==> src/rtl/mem_access.sv <==
// MEM pipeline stage: turns EX/MEM load/store control into byte-enabled data-RAM requests,
// stalls while a request is outstanding and formats returned load data for MEM/WB.
module mem_access #(
    parameter int unsigned TIMEOUT = 16
) (
    input  logic        clk,
    input  logic        rst,
    input  logic [31:0] ALUResIn,
    input  logic [31:0] storeData,
    input  logic        memRead,
    input  logic        memWrite,
    input  logic [1:0]  memSize,
    input  logic        memSigned,
    output logic [31:0] dataMemOut,
    output logic        memStall,
    output logic        misalign,
    output logic        busErr,
    output logic        dm_req,
    output logic        dm_we,
    output logic [31:0] dm_addr,
    output logic [3:0]  dm_be,
    output logic [31:0] dm_wdata,
    input  logic        dm_ack,
    input  logic [31:0] dm_rdata
);

    typedef enum logic [1:0] {
        IDLE = 2'd0,
        BUSY = 2'd1,
        DONE = 2'd2
    } state_t;

    localparam logic [7:0] CNT_LAST = 8'(TIMEOUT - 1);

    state_t      state_r, state_nxt_s;
    logic [7:0]  cnt_r;
    logic [1:0]  size_r;
    logic        sgn_r;
    logic [1:0]  lane_r;
    logic        access_s, start_s, timeout_s;
    logic [1:0]  lane_s;

    function automatic logic [3:0] store_be(input logic [1:0] size, input logic [1:0] lane);
        case (size)
            2'b00:   store_be = 4'b0001 << lane;
            2'b01:   store_be = lane[1] ? 4'b1100 : 4'b0011;
            default: store_be = 4'b1111;
        endcase
    endfunction

    function automatic logic [31:0] store_wdata(input logic [1:0] size, input logic [31:0] sd);
        case (size)
            2'b00:   store_wdata = {4{sd[7:0]}};
            2'b01:   store_wdata = {2{sd[15:0]}};
            default: store_wdata = sd;
        endcase
    endfunction

    function automatic logic [31:0] load_fmt(input logic [1:0] size, input logic sgn,
                                             input logic [1:0] lane, input logic [31:0] rdata);
        logic [7:0]  b;
        logic [15:0] h;
        b = rdata[{lane, 3'b000} +: 8];
        h = rdata[{lane[1], 4'b0000} +: 16];
        case (size)
            2'b00:   load_fmt = {{24{sgn & b[7]}}, b};
            2'b01:   load_fmt = {{16{sgn & h[15]}}, h};
            default: load_fmt = rdata;
        endcase
    endfunction

    assign lane_s    = ALUResIn[1:0];
    assign access_s  = memRead | memWrite;
    assign misalign  = access_s & (((memSize == 2'b01) & lane_s[0]) |
                                   (memSize[1] & (lane_s != 2'b00)));
    assign start_s   = access_s & ~misalign;
    assign timeout_s = (cnt_r == CNT_LAST);

    // State register
    always_ff @(posedge clk) begin
        if (!rst) begin
            state_r <= IDLE;
        end else begin
            state_r <= state_nxt_s;
        end
    end

    // Next-state and stall decode; DONE never stalls so MEM/WB captures the result
    always_comb begin
        state_nxt_s = state_r;
        memStall    = 1'b0;
        case (state_r)
            IDLE: begin
                memStall = start_s;
                if (start_s) begin
                    state_nxt_s = BUSY;
                end else begin
                    state_nxt_s = IDLE;
                end
            end
            BUSY: begin
                memStall = 1'b1;
                if (dm_ack || timeout_s) begin
                    state_nxt_s = DONE;
                end else begin
                    state_nxt_s = BUSY;
                end
            end
            DONE:    state_nxt_s = IDLE;
            default: state_nxt_s = IDLE;
        endcase
    end

    // Request launch, timeout counting and load-data capture
    always_ff @(posedge clk) begin
        if (!rst) begin
            dataMemOut <= 32'd0;
            busErr     <= 1'b0;
            dm_req     <= 1'b0;
            dm_we      <= 1'b0;
            dm_addr    <= 32'd0;
            dm_be      <= 4'd0;
            dm_wdata   <= 32'd0;
            cnt_r      <= 8'd0;
            size_r     <= 2'd0;
            sgn_r      <= 1'b0;
            lane_r     <= 2'd0;
        end else begin
            busErr <= 1'b0;
            case (state_r)
                IDLE: begin
                    if (start_s) begin
                        dm_req   <= 1'b1;
                        dm_we    <= memWrite;
                        dm_addr  <= {ALUResIn[31:2], 2'b00};
                        dm_be    <= memWrite ? store_be(memSize, lane_s) : 4'b1111;
                        dm_wdata <= store_wdata(memSize, storeData);
                        cnt_r    <= 8'd0;
                        size_r   <= memSize;
                        sgn_r    <= memSigned;
                        lane_r   <= lane_s;
                    end
                end
                BUSY: begin
                    // ack has priority over a coincident timeout
                    if (dm_ack) begin
                        dm_req <= 1'b0;
                        if (!dm_we) begin
                            dataMemOut <= load_fmt(size_r, sgn_r, lane_r, dm_rdata);
                        end
                    end else if (timeout_s) begin
                        dm_req <= 1'b0;
                        busErr <= 1'b1;
                        if (!dm_we) begin
                            dataMemOut <= 32'd0;
                        end
                    end else begin
                        cnt_r <= cnt_r + 8'd1;
                    end
                end
                DONE: begin
                    dm_req <= 1'b0;
                end
                default: begin
                    dm_req <= 1'b0;
                end
            endcase
        end
    end

endmodule

==> config.mk <==
export PLATFORM = sky130hd
export DESIGN_NAME = mem_access
export DESIGN_NICKNAME = d
export VERILOG_FILES = /design/src/rtl/mem_access.sv
export SDC_FILE = /design/constraint.sdc
export NUM_CORES = 1
export LEC_CHECK = 0
export ABC_AREA = 1
export CORE_UTILIZATION = 25
export CTS_BUF_LIST = sky130_fd_sc_hd__clkbuf_4 sky130_fd_sc_hd__clkbuf_8
export CTS_CLUSTER_DIAMETER = 50
export CTS_CLUSTER_SIZE = 10
export DETAILED_ROUTE_END_ITERATION = 6
export GPL_ROUTABILITY_DRIVEN = 0
export PLACE_DENSITY = 0.55
export RECOVER_POWER = 100
export SLEW_MARGIN = 40
export SYNTH_ARGS = -nofsm -noshare
export SYNTH_HDL_FRONTEND = slang
export SYNTH_SLANG_ARGS = --single-unit
==> constraint.sdc <==
create_clock -name clk -period 1.55 [get_ports clk]
set_input_delay 0.3875 -clock clk [delete_from_list [all_inputs] [get_ports clk]]
set_output_delay 0.3875 -clock clk [all_outputs]
set_load 0.01 [all_outputs]
-- Yosys cells after proc, flatten, opt, wreduce, memory -nomap -nowiden
Index checks and enable logic that the tools add are counted.
- add/sub/neg operators: 1
- eq/ne operators: 10
- shift-type cells: 3
- multiplexer cells: 22
- bitwise gates (word level): 11
- reductions and logical operators: 12
- operators by type and width (cell ; number):
    $mux W32 ; 4
    $pmux W32 S2 ; 2
    $shiftx A32 B6 Y16 ; 1
    $shiftx A32 B6 Y8 ; 1
    $mux W8 ; 3
    $pmux W8 S2 ; 1
    $ne A2 B2 Y1 const B ; 5
    $add A8 B1 Y8 const B ; 1
    $eq A8 B4 Y1 const B ; 1
    $mux W4 ; 2
    $pmux W4 S2 ; 1
    $reduce_and A4 Y1 ; 2
    $and A1 B1 Y1 ; 6
    $eq A2 B1 Y1 const B ; 3
    $logic_not A2 Y1 ; 3
    $reduce_bool A2 Y1 ; 3
    $mux W1 ; 5
    $pmux W1 S2 ; 2
    $pmux W2 S2 ; 1
    $reduce_and A2 Y1 ; 2
    $shl A1 B2 Y4 const A ; 1
    $ne A3 B3 Y1 const B ; 1
    $not A1 Y1 ; 3
    $reduce_or A3 Y1 ; 1
    other kinds (3) ; 4
- register bits: 116
- output and inout port bits: 105

-- Logic depth before layout (Yosys ltp)
- depth in word-level cells: 8
- mapped depth: 10
- gate-level depth less buffers: 9

-- Worst setup path before layout
No wires, ideal clock.
- kind: input to output
- from: input memSize[1]
- to: output memStall
- arrival time: 1.249 ns
- setup slack: -0.086 ns
- cell stages on the path: 7
- cells stage by stage: nor2_2 -> inv_2 -> nand2_1 -> nand3_1 -> buf_4 -> buf_2 -> nand2_1
- word-level cells in the longest chain between the ends: 7
- elaborated cells between the ends (all ways): 8
- those cells by class: 1 x eq/ne; 1 x mux; 6 x bitwise
- RTL lines (item ; RTL line ; text):
    start, declared ; 12 ; input logic [1:0] memSize,
    $eq A2 B1 Y1 ; 74 ; assign misalign = access_s & (((memSize == 2'b01) & lane_s[0]) |
    $and A1 B1 Y1 ; 74 ;
    $or A1 B1 Y1 * ; 74 ;
    $and A1 B1 Y1 * ; 74 ;
    $not A1 Y1 * ; 76 ; assign start_s = access_s & ~misalign;
    $and A1 B1 Y1 * ; 76 ;
    $pmux W1 S2 * ; 92 ; case (state_r)
    end, declared ; 15 ; output logic memStall,
Mark *: on every way between the ends. The rest lies on a longest branch, timed or not.

-- Worst setup path in the final report
- from: register cnt_r[1]
- to: register dataMemOut[23]
- word-level cells in the longest chain between the ends: 3
- elaborated cells between the ends (all ways): 4
- those cells by class: 2 x eq/ne; 2 x reduce/logical
- RTL lines (item ; RTL line ; text):
    start, declared ; 36 ; logic [7:0] cnt_r;
    start signal, assigned ; 158 ; cnt_r <= cnt_r + 8'd1;
    $eq A8 B4 Y1 * ; 77 ; assign timeout_s = (cnt_r == CNT_LAST);
    $ne A2 B2 Y1 (no line) / $reduce_bool A2 Y1 (equally long branches) ; - ;
    $reduce_and A4 Y1 (no line) * ; - ;
    end signal, assigned ; 149 ; dataMemOut <= load_fmt(size_r, sgn_r, lane_r, dm_rdata);
    end, declared ; 14 ; output logic [31:0] dataMemOut,
Marks and branches as above.
A chain may end at the register's enable or synchronous reset.

==> metrics.md <==
| Metric | Value |
|---|---|
| Synthesis Warnings | `0` |
| I/O Buffers | `between 200 and 250` |
| I/O pin cnt | `between 200 and 250` |
| Hold_sp | `ALUResIn[1]` |
| Final worst setup slack | `-0.0932 ns` |
| Critical path class | `register to register` |
| DRT Pass-1 Iters | `5` |
| Post-synthesis compound-gate area fraction | `between 10% and 20%` |
| Max Transition Viols Final | `0` |
| Die H | `146 um` |
| Setup_tns | `-2.10 ns` |
| Sequential area share after synthesis | `45.1%` |
| RSZ-0062 raised after global routing | `true` |
| Syn-to-layout area delta | `64.1%` |
| Die area | `roughly 21,000 sq um` |
| Hold EP | `dm_be[0]` |
| Number of global-route vias before repair | `5,566` |
| R2R depth | `9` |
| Synth Area in XOR/XNOR | `less than 1%` |
| Failing checks | `setup timing` |
| Endpoints failing setup | `34` |
| Post-synth top area share | `between 40% and 50%` |
| Setup crit end kind | `register` |
| Multiplexer share of the synthesized area | `0%` |
| Num CTS Buffers | `17` |
| Residual DRC count | `0` |
| Critical-path maximum fanout | `8` |
| Largest cells by area after synthesis | `dfxtp_1, nand2_1, a21oi_1` |
| Cell Rows | `52` |
| TritonCTS clock tree | `done` |
| Worst vdd ir | `0.541 mV` |
| Core footprint | `just over 20,000 sq um` |
| Reg-to-reg setup timing slack | `-0.09 ns` |
| Crit. Startpoint | `cnt_r[1]` |
| Worst-path clk slew | `roughly 0.070 ns` |
| Final Skew | `slightly below 0.01 ns` |
| Syn_area_per_cell | `roughly 6.8 sq um` |
| Hold_ws | `0.351 ns` |
| Worst Hold Path Cells | `4` |
| Vias per cell | `4.49` |
| Antenna diodes | `0` |
| Placed instance count | `about 1,200` |
| Total GRT Usage | `17.5%` |
| Unique masters post-synth | `27` |
| Largest family of logic cells by synthesized area | `simple AND/OR/NAND/NOR gates` |
| Clock Sinks | `116` |
| Min Tclk post-route | `approximately 1.6 ns` |
| First-pass GRT wire length | `roughly 29,000 um` |
| Adder-cell share of the synthesized area | `less than 1%` |
| Simple-Gate Fraction of Synth Area | `29.1%` |
| Fin. Hold Viols | `0` |
| Die Width | `approximately 150 um` |
| Leak | `~3.8 nW` |
| Post-synth EDFFs | `0` |
| Dominant synthesized flop cell | `dfxtp_1` |
| Deepest clock path buffer count | `2` |
| Netlist Area Pre-Place | `approximately 5100 sq um` |
| Vias | `5,782` |
| Highest clock rate | `about 0.6 GHz` |
| Worst Path Required | `roughly 1.9 ns` |
| Largest net degree at the start of global routing | `51` |
| Reg-to-Reg End | `dataMemOut[23]` |
| Post-place setup slack | `-0.851 ns` |
| Ys async rst share | `0%` |
| Routed Antenna Nets | `0` |
| Dpl hpwl | `12,600 um` |
| WL per Instance | `between 10 and 15 um` |
| Number of max-cap violations | `0` |
| Final core utilization | `a little over two fifths` |
| Initial Util | `approximately 25%` |
| Status | `finished with violations` |
| Arrival @ worst endpoint | `~2 ns` |
| Hold WC Path Type | `input pin to register` |
| PwrDens | `approximately 940 nW/um^2` |
| Final Net Count | `roughly 1,100` |
| Initial drt markers | `between 200 and 300` |
| GR Overflow Total | `0` |
| CTS root buf | `clkbuf_8` |
| Drt total wl | `between 15,000 and 20,000 um` |
| Clk_lat worst skew | `about 0.43 ns` |
| Initial antenna violation count | `1` |
| Crit start category | `register` |
| Post-synthesis register bit count | `116` |
| Share of cells above drive strength 1 | `between 10% and 20%` |
| RR Startpoint | `cnt_r[1]` |
| Cell taking the most area after synthesis | `dfxtp_1` |
| Final period util | `106%` |
| Gate Count Post-Synth | `760` |
| Fin cells | `1,289` |
| H-Tree Depth | `4` |
## final cells by class
| type | instances | area [sq um] |
|---|---|---|
| clock inverters | 10 | 133 |
| well taps | 270 | 338 |
| flip-flops and latches | 116 | 2330 |
| multi-input cells | 559 | 2660 |
| inverters | 42 | 158 |
| fillers | 2147 | 11800 |
| repair buffers | 271 | 2560 |
| clock buffers | 21 | 270 |
## cell families after synthesis
kind of cell / count (synthesis)
AOI/OAI and AO/OA: 177
xor gates and xnor gates: 2
adders and majority gates: 1
buffers and inverters: 87
DFF: 116
other: 1
and+or+nand+nor: 376
## sequential cells by signal, summed over array words and instances, names as in the netlist
| name | flops |
|---|---|
| dm_req | 1 |
| lane_r | 2 |
| cnt_r | 8 |
| dm_we | 1 |
| state_r | 2 |
| dm_be | 4 |
| sgn_r | 1 |
| size_r | 2 |
| dataMemOut | 32 |
| busErr | 1 |
| dm_addr | 30 |
| dm_wdata | 32 |
## placed cells by master (no fill, tap or decap), drive strengths merged
cell             n
nand2          290
a21oi          126
dfxtp          116
dlygate4sd2    101
clkdlybuf4s50   97
buf             67
nor2            48
o21ai           42
inv             42
nand3           34
clkbuf          24
o211ai           8
clkinv           4
bufinv           3
clkinvlp         3
clkdlybuf4s15    3
nand4            2
xor2             2
conb             2
nor3             1
or2              1
nor4             1
o21bai           1
ha               1
## power by group
group	internal, mW	switching, mW
sequential	3.16	0.101
clock	1.66	1.27
combinational	0.821	0.923
## critical path, cell delays in order (launching register included)
cell and delay, ns:
dfxtp_2 0.35, ha_4 0.14, nand2_2 0.06, nor2_2 0.10
nand4_1 0.18, nand2_2 0.14, nand3_4 0.19, clkbuf_16 0.25
nand2_2 0.05, a21oi_1 0.06
## timing repair
action / in CTS / in global routing
gates cloned: 2 / 2
hold endpoints to repair: 0 / 0
endpoints found under the setup margin: 215 / 59
hold buffers: 0 / 0
gates resized for setup: 156 / 42
pin swaps: 12 / 7
setup buffers: 4 / 4
## cell usage after synthesis (all sizes together) (2+ instances only)
library cell / number
nor2: 48
nand3: 34
nand4: 2
a21oi: 126
inv: 42
clkbuf: 22
nand2: 289
o211ai: 8
dfxtp: 116
xor2: 2
o21ai: 42
buf: 23
## how the worst max path moves through the flow
stage                     endpoint  cells after the start
floorplan                 memStall                      7
global placement          misalign                      6
detailed placement        misalign                      6
CTS                 dataMemOut[23]                      9
global route        dataMemOut[21]                      9
finish              dataMemOut[23]                      9
## per-stage QoR
stage                     instance area [sq um]  power (mW)
after CTS                                  8280        8.02
after floorplan                            5160        4.12
final                                      8450        7.94
after global placement                     7840        5.10
after global routing                       8450        8.37
after detailed placement                   7840        5.11
## per-layer routing
metal	part of all wire [%]	up-vias	GRT usage [%]
met5	0.071	-	0
met2	46	205	28.6
li1	-	2941	-
met4	1.2	2	4.68
met3	8.6	17	6.49
met1	44	2617	21.6
Note: power is estimated with default switching activity, not from simulation.
